==> config.mk <==
export PLATFORM = sky130hd
export DESIGN_NAME = calc_op_ctrl_flat
export DESIGN_NICKNAME = d
export VERILOG_FILES = /design/src/rtl/calc_pkg.sv /design/src/rtl/calc_op_ctrl_if.sv /design/src/rtl/calc_mul_iter.sv /design/src/rtl/calc_op_ctrl.sv /design/src/flat_wrapper.sv
export SDC_FILE = /design/constraint.sdc
export NUM_CORES = 1
export LEC_CHECK = 0
export CAP_MARGIN = 10
export CORE_UTILIZATION = 35
export CTS_CLUSTER_DIAMETER = 30
export CTS_CLUSTER_SIZE = 25
export DETAILED_ROUTE_END_ITERATION = 7
export PLACE_DENSITY_LB_ADDON = 0.15
export SETUP_SLACK_MARGIN = 0.2
export SLEW_MARGIN = 20
export SYNTH_ARGS = -nofsm -noshare
export SYNTH_HDL_FRONTEND = slang
export SYNTH_SLANG_ARGS = --single-unit
==> constraint.sdc <==
create_clock -name clk -period 2.3 [get_ports clk]
set_clock_uncertainty 0.2 [all_clocks]
set_input_delay 0.23 -clock clk [delete_from_list [all_inputs] [get_ports clk]]
set_output_delay 0.23 -clock clk [all_outputs]
set_load 0.05 [all_outputs]
==> src/rtl/calc_pkg.sv <==
// calc_pkg: shared definitions for the calculator operation controller.
// Holds op encodings, the controller state type and saturation-limit helpers.
package calc_pkg;

  localparam logic [1:0] OP_ADD = 2'b00;
  localparam logic [1:0] OP_SUB = 2'b01;
  localparam logic [1:0] OP_MUL = 2'b10;
  localparam logic [1:0] OP_RSV = 2'b11;

  typedef enum logic [2:0] {
    S_IDLE = 3'd0,
    S_LOAD = 3'd1,
    S_EXEC = 3'd2,
    S_FIX  = 3'd3,
    S_DONE = 3'd4
  } state_e;

  // Largest positive signed value of a w-bit word, in the low w bits.
  function automatic logic [31:0] satMax(input int unsigned w);
    return (32'd1 << (w - 1)) - 32'd1;
  endfunction

  // Most negative signed value of a w-bit word, in the low w bits.
  function automatic logic [31:0] satMin(input int unsigned w);
    return 32'd1 << (w - 1);
  endfunction

endpackage

==> src/rtl/calc_op_ctrl_if.sv <==
// calc_op_ctrl_if: request/result bundle between the calculator top and
// the operation controller. The master issues requests, the slave executes.
interface calc_op_ctrl_if #(parameter int W = 8) ();

  logic         start;
  logic [1:0]   op;
  logic [W-1:0] a;
  logic [W-1:0] b;
  logic         busy;
  logic         done;
  logic [W-1:0] result;
  logic         ovf;
  logic         err;

  modport master (
    output start, op, a, b,
    input  busy, done, result, ovf, err
  );

  modport slave (
    input  start, op, a, b,
    output busy, done, result, ovf, err
  );

endinterface

==> src/rtl/calc_mul_iter.sv <==
// calc_mul_iter: unsigned shift-add multiplier, one multiplier bit per cycle.
// A start pulse loads the operands and clears the product; last is high
// during the cycle whose edge adds the final partial product.
module calc_mul_iter #(
  parameter int W = 8
) (
  input  logic           clk,
  input  logic           rst,
  input  logic           start_i,
  input  logic [W-1:0]   mcand_i,
  input  logic [W-1:0]   mplier_i,
  output logic [2*W-1:0] prod_o,
  output logic           last_o
);

  localparam int CW = $clog2(W + 1);

  logic [2*W-1:0] mcand_q;
  logic [2*W-1:0] prod_q;
  logic [W-1:0]   mplier_q;
  logic [CW-1:0]  cnt_q;
  logic           run_q;

  assign last_o = run_q && (cnt_q == CW'(W - 1));
  assign prod_o = prod_q;

  // Load operands on start, then accumulate one shifted partial product per cycle.
  always_ff @(posedge clk) begin
    if (rst) begin
      mcand_q  <= '0;
      prod_q   <= '0;
      mplier_q <= '0;
      cnt_q    <= '0;
      run_q    <= 1'b0;
    end else if (start_i) begin
      mcand_q  <= {{W{1'b0}}, mcand_i};
      prod_q   <= '0;
      mplier_q <= mplier_i;
      cnt_q    <= '0;
      run_q    <= 1'b1;
    end else if (run_q) begin
      if (mplier_q[0]) begin
        prod_q <= prod_q + mcand_q;
      end
      mcand_q  <= mcand_q << 1;
      mplier_q <= mplier_q >> 1;
      cnt_q    <= cnt_q + 1'b1;
      if (last_o) begin
        run_q <= 1'b0;
      end
    end
  end

endmodule

==> src/rtl/calc_op_ctrl.sv <==
// calc_op_ctrl: signed add/sub (and optional multiply) controller with
// operand registers, overflow detection and optional saturation.
// Build option: define CALC_CTRL_MUL_EN to enable the iterative multiplier;
// without it op 10 is reported as illegal.
module calc_op_ctrl
  import calc_pkg::*;
#(
  parameter int W   = 8,
  parameter int SAT = 0
) (
  input logic          clk,
  input logic          rst,
  calc_op_ctrl_if.slave bus
);

  localparam logic [31:0]  MAX32   = satMax(W);
  localparam logic [31:0]  MIN32   = satMin(W);
  localparam logic [W-1:0] SAT_POS = MAX32[W-1:0];
  localparam logic [W-1:0] SAT_NEG = MIN32[W-1:0];

  state_e       state_q;
  logic [W-1:0] x_q;
  logic [W:0]   y_q;
  logic [1:0]   opr_q;
  logic [W-1:0] result_q;
  logic         ovf_q;
  logic         err_q;
  logic         done_q;

  logic [W:0]   bExt_d;
  logic [W:0]   sum_d;
  logic         sumOvf_d;
  logic [W-1:0] sumRes_d;
  logic         opIllegal_d;

  assign bus.busy   = (state_q != S_IDLE);
  assign bus.done   = done_q;
  assign bus.result = result_q;
  assign bus.ovf    = ovf_q;
  assign bus.err    = err_q;

  assign bExt_d = {bus.b[W-1], bus.b};

  // W+1-bit add keeps the true sum so overflow and saturation sign are exact.
  always_comb begin
    sum_d    = {x_q[W-1], x_q} + y_q;
    sumOvf_d = sum_d[W] ^ sum_d[W-1];
    sumRes_d = sum_d[W-1:0];
    if ((SAT != 0) && sumOvf_d) begin
      sumRes_d = sum_d[W] ? SAT_NEG : SAT_POS;
    end
  end

`ifdef CALC_CTRL_MUL_EN
  logic [W-1:0]   xAbs_d;
  logic [W-1:0]   yAbs_d;
  logic           negProd_d;
  logic           mulStart_d;
  logic           mulLast_d;
  logic [2*W-1:0] prod_d;
  logic [2*W-1:0] prodS_d;
  logic           mulOvf_d;
  logic [W-1:0]   mulRes_d;

  assign opIllegal_d = (opr_q == OP_RSV);
  assign mulStart_d  = (state_q == S_LOAD) && (opr_q == OP_MUL);

  // Magnitudes feed the unsigned core; the sign is reapplied after the last bit.
  always_comb begin
    xAbs_d    = x_q[W-1] ? -x_q : x_q;
    yAbs_d    = y_q[W-1] ? -y_q[W-1:0] : y_q[W-1:0];
    negProd_d = x_q[W-1] ^ y_q[W-1];
    prodS_d   = negProd_d ? -prod_d : prod_d;
    mulOvf_d  = !((&prodS_d[2*W-1:W-1]) || !(|prodS_d[2*W-1:W-1]));
    mulRes_d  = prodS_d[W-1:0];
    if ((SAT != 0) && mulOvf_d) begin
      mulRes_d = negProd_d ? SAT_NEG : SAT_POS;
    end
  end

  calc_mul_iter #(.W(W)) u_mul (
    .clk      (clk),
    .rst      (rst),
    .start_i  (mulStart_d),
    .mcand_i  (xAbs_d),
    .mplier_i (yAbs_d),
    .prod_o   (prod_d),
    .last_o   (mulLast_d)
  );
`else
  assign opIllegal_d = (opr_q == OP_RSV) || (opr_q == OP_MUL);
`endif

  // Control FSM; result, ovf, err and done are registered on entry to DONE.
  always_ff @(posedge clk) begin
    if (rst) begin
      state_q  <= S_IDLE;
      x_q      <= '0;
      y_q      <= '0;
      opr_q    <= OP_ADD;
      result_q <= '0;
      ovf_q    <= 1'b0;
      err_q    <= 1'b0;
      done_q   <= 1'b0;
    end else begin
      done_q <= 1'b0;
      case (state_q)
        S_IDLE: begin
          if (bus.start) begin
            x_q     <= bus.a;
            opr_q   <= bus.op;
            y_q     <= (bus.op == OP_SUB) ? -bExt_d : bExt_d;
            state_q <= S_LOAD;
          end
        end
        S_LOAD: begin
          if (opIllegal_d) begin
            result_q <= '0;
            ovf_q    <= 1'b0;
            err_q    <= 1'b1;
            done_q   <= 1'b1;
            state_q  <= S_DONE;
          end else begin
            state_q <= S_EXEC;
          end
        end
        S_EXEC: begin
`ifdef CALC_CTRL_MUL_EN
          if (opr_q == OP_MUL) begin
            if (mulLast_d) begin
              state_q <= S_FIX;
            end
          end else
`endif
          begin
            result_q <= sumRes_d;
            ovf_q    <= sumOvf_d;
            err_q    <= 1'b0;
            done_q   <= 1'b1;
            state_q  <= S_DONE;
          end
        end
`ifdef CALC_CTRL_MUL_EN
        S_FIX: begin
          result_q <= mulRes_d;
          ovf_q    <= mulOvf_d;
          err_q    <= 1'b0;
          done_q   <= 1'b1;
          state_q  <= S_DONE;
        end
`endif
        S_DONE: begin
          state_q <= S_IDLE;
        end
        default: begin
          state_q <= S_IDLE;
        end
      endcase
    end
  end

endmodule

==> src/flat_wrapper.sv <==
// flat-port wrapper written by rule: the top's interface ports become plain ports
module calc_op_ctrl_flat import calc_pkg::*;
#(
  parameter int W   = 8,
  parameter int SAT = 0
)
  (clk, rst, bus_start, bus_op, bus_a, bus_b, bus_busy, bus_done, bus_result, bus_ovf, bus_err);
  calc_op_ctrl_if #(.W(W)) bus_i ();
  input logic clk;
  input logic rst;
  input wire logic [$bits(bus_i.start)-1:0] bus_start;
  input wire logic [$bits(bus_i.op)-1:0] bus_op;
  input wire logic [$bits(bus_i.a)-1:0] bus_a;
  input wire logic [$bits(bus_i.b)-1:0] bus_b;
  output wire logic [$bits(bus_i.busy)-1:0] bus_busy;
  output wire logic [$bits(bus_i.done)-1:0] bus_done;
  output wire logic [$bits(bus_i.result)-1:0] bus_result;
  output wire logic [$bits(bus_i.ovf)-1:0] bus_ovf;
  output wire logic [$bits(bus_i.err)-1:0] bus_err;
  assign bus_i.start = bus_start;
  assign bus_i.op = bus_op;
  assign bus_i.a = bus_a;
  assign bus_i.b = bus_b;
  assign bus_busy = bus_i.busy;
  assign bus_done = bus_i.done;
  assign bus_result = bus_i.result;
  assign bus_ovf = bus_i.ovf;
  assign bus_err = bus_i.err;
  calc_op_ctrl #(.W(W), .SAT(SAT)) u_core (.clk(clk), .rst(rst), .bus(bus_i));
endmodule
==> results by group <==
Run status
  • Outcome: finished, violations left
  • Failing checks: DRC

Synthesis
  • Cells after synthesis: 193
  • Top FF cell, synth: dfxtp_1
  • Synth area leader: dfxtp_1
  • Netlist cell types: 37
  • Async SR Flop Fraction: 0
  • Register area share after synthesis: 0.3905
  • Post-synthesis net count: 224
  • Syn Area/Cell: 8.499 sq um
  • Cell Area, Synth: 0.001640 sq mm
  • Yosys top cell area share: 0.3905
  • Synthesized flop and latch total: 32
  • EDFF count, synth: 0
  • Synth warnings: 0
  • Area contributors post-synth: dfxtp_1, ha_1, nor2_1, nand2_1, a21oi_1

Floorplanning
  • Total Die Area: 0.004965 sq mm
  • Die H: 70.46 um
  • I/O pins: 33
  • Starting Density: 0.3691
  • Core area: 0.004444 sq mm
  • Die W: 70.46 um
  • Num rows: 24

Timing
  • Final period util: 0.9568
  • Final Hold Fails: 0
  • Hold Slack: 260.1 ps
  • Fin. max-slew vios: 0
  • FMAX: 454.4 MHz
  • Unrepaired setup endpoints after global routing: true
  • Actual slew at the worst max-slew pin: 494.2 ps
  • Relative max-transition margin: 0.6695
  • # setup viols final: 0
  • Minimum clock period: 2201 ps

Place
  • GP Congestion: 0.7345
  • DPL Wire Length: 2.602 mm
  • Area after DPL: 0.002021 sq mm
  • I/O Buffers: 32

Route
  • DRT Pass-1 Iters: 6
  • Mean routed wirelength per cell: 12.77 um
  • Final WL: 3.626 mm
  • Vias per inst: 5.190
  • Detailed Route Iter0 Violations: 45
  • Vias post-DR: 1474
  • Routed Antenna Nets: 0
  • DRC Markers: 4

Clocking
  • Root Driver: clkbuf_8
  • CTS clk-pin slew, worst paths: 60 ps
  • Clock sink count: 32
  • TritonCTS buffer count: 5
  • Clock buffer depth: 2
  • Clk Latency, worst-skew pair: 280 ps
  • Post-cts hold buffer count: 0
  • H-tree levels: 2
  • CTS tree: done

Global routing
  • Vias in the first global route: 1348
  • First-pass GRT wire length: 6.147 mm
  • GRT overflow: 0
  • Largest net degree at the start of global routing: 26
  • Initial antenna violation count: 0
  • GRT Total Usage: 0.1586

Layout
  • Antenna Cells: 0
  • Post-Layout Inst Area: 0.002195 sq mm
  • Fillcell total: 454
  • Multi-input logic area: 978.4 sq um
  • Synthesis-to-layout area growth: 33.79%
  • Final net count: 262
  • Sequential Area: 643.1 sq um
  • Share of layout cells above drive strength 1: 0.1034

Power
  • Combinational Power Share: 0.228
  • Power Internal: 969.9 uW
  • PD cells: 619.8 mW/mm^2
  • Power share of the clock group: 0.321
  • Flop pwr share: 0.451
  • Peak VDD IR: 0.3138 mV
  • Switching share of power: 0.2869
  • Lkg Pwr: 0.0008841 uW
  • Switching pwr: 390.3 uW

Critical path
  • Setup crit end kind: flop
  • Crit path max fanout: 3
  • Crit Path Category: flop to flop
  • Startpoint types: flop
  • Critical path required time: 2290 ps
  • WP data arrival: 2190 ps

Worst hold path
  • HP Class: flop to flop

Flow run
  • Max Cap Viol: 0
## worst max-delay path: stages (launching register included)
cell	delay, ps
dfxtp_2	330
ha_4	160
fa_2	360
a211oi_4	280
o31ai_4	110
o221a_1	270
o211a_1	220
o41ai_2	180
## layout by cell type, fill, tap and decap left out, types with 2 or more instances in the layout
| master | instances |
|---|---|
| clkdlybuf4s50_1 | 31 |
| dfxtp_1 | 30 |
| nor2_1 | 26 |
| nand2_1 | 25 |
| a21oi_1 | 16 |
| a211oi_1 | 10 |
| a22oi_1 | 8 |
| ha_1 | 8 |
| buf_4 | 7 |
| nor3_1 | 6 |
| xnor2_1 | 6 |
| xor2_1 | 6 |
| clkbuf_8 | 6 |
| inv_1 | 4 |
| nand2b_1 | 4 |
| a21o_1 | 4 |
| o21ai_0 | 3 |
| and2_1 | 2 |
| o21a_1 | 2 |
| nand3b_1 | 2 |
| clkbuf_1 | 2 |
| dfxtp_2 | 2 |
## synthesized netlist by cell type, types with 4 or more instances
master    number
xnor2_1        6
nor3_1         6
clkbuf_1       6
nand2_1       25
nand2b_1       4
a21o_1         4
inv_1          4
ha_1           9
a21oi_1       16
dfxtp_1       32
a22oi_1        8
nor2_1        27
xor2_1         6
a211oi_1      10
## metrics by stage
stage               utilization  setup TNS (ps)  setup slack [ps]  total power (uW)  std cells
global route             0.4938          -4.336            -4.336              1439        284
CTS                      0.4851               0             77.11              1368        282
floorplan                     -               0             116.3             822.0        193
finish                   0.4938               0             99.34              1360        284
global placement         0.4547               0             33.72             918.1        270
detailed placement       0.4547        -0.06972          -0.06972             918.9        270
## registers in the layout (all words and copies together) (netlist names)
name	cells
u_core.state_q	3
u_core.bus.done	1
u_core.bus.ovf	1
u_core.bus.result	8
u_core.y_q	9
u_core.opr_q	1
u_core.x_q	8
u_core.bus.err	1
## final timing paths
path | slack, ps | cells after the start | endpoint | startpoint
max | 100 | 7 | u_core.bus.ovf | u_core.y_q[0]
min | 260 | 2 | u_core.x_q[2] | u_core.x_q[2]
max reg2reg | 100 | 7 | u_core.bus.ovf | u_core.y_q[0]
min reg2reg | 260 | 2 | u_core.x_q[2] | u_core.x_q[2]
## routing by layer
| layer | vias to the layer above | share of wire | global-route usage |
|---|---|---|---|
| met1 | 684 | 0.46 | 0.1936 |
| met3 | 8 | 0.033 | 0.03896 |
| met2 | 26 | 0.49 | 0.2675 |
| li1 | 756 | - | - |
| met4 | 0 | 0.017 | 0.06122 |
| met5 | - | 0 | 0 |
## cell families (layout without fill, tap and decap cells)
logic type	count (synthesis)	count (layout)	synth area share
AND/OR/NAND/NOR	71	71	0.1907
XOR/XNOR	12	12	0.06407
adder cells (fa/ha/maj)	10	10	0.08086
flip-flops	32	32	0.3905
AO/OA/AOI/OAI	54	54	0.2372
buffers and inverters	14	53	0.03661
## area by class of cell
| class | instances | share of cell area |
|---|---|---|
| Clock buffer | 8 | 0.04105 |
| Sequential cell | 32 | 0.2930 |
| Multi-Input combinational cell | 147 | 0.4458 |
| Timing Repair Buffer | 41 | 0.1836 |
| Inverter | 4 | 0.006842 |
| Tap cell | 52 | 0.02965 |
## power by group through the flow
stage | registers (uW) | clock network [uW] | logic [uW]
final | 613 | 436 | 310
after CTS | 612 | 452 | 305
after detailed placement | 624 | 0 | 295
after global routing | 617 | 477 | 345
after floorplan | 634 | 0 | 188
after global placement | 623 | 0 | 295
## what timing repair did
action                     in CTS  in global routing
buffers inserted                4                  2
pin swaps                       3                  4
cloned                          0                  0
resized for setup               3                  6
setup endpoints to repair       2                  3
Power figures use the tool's default switching activity.
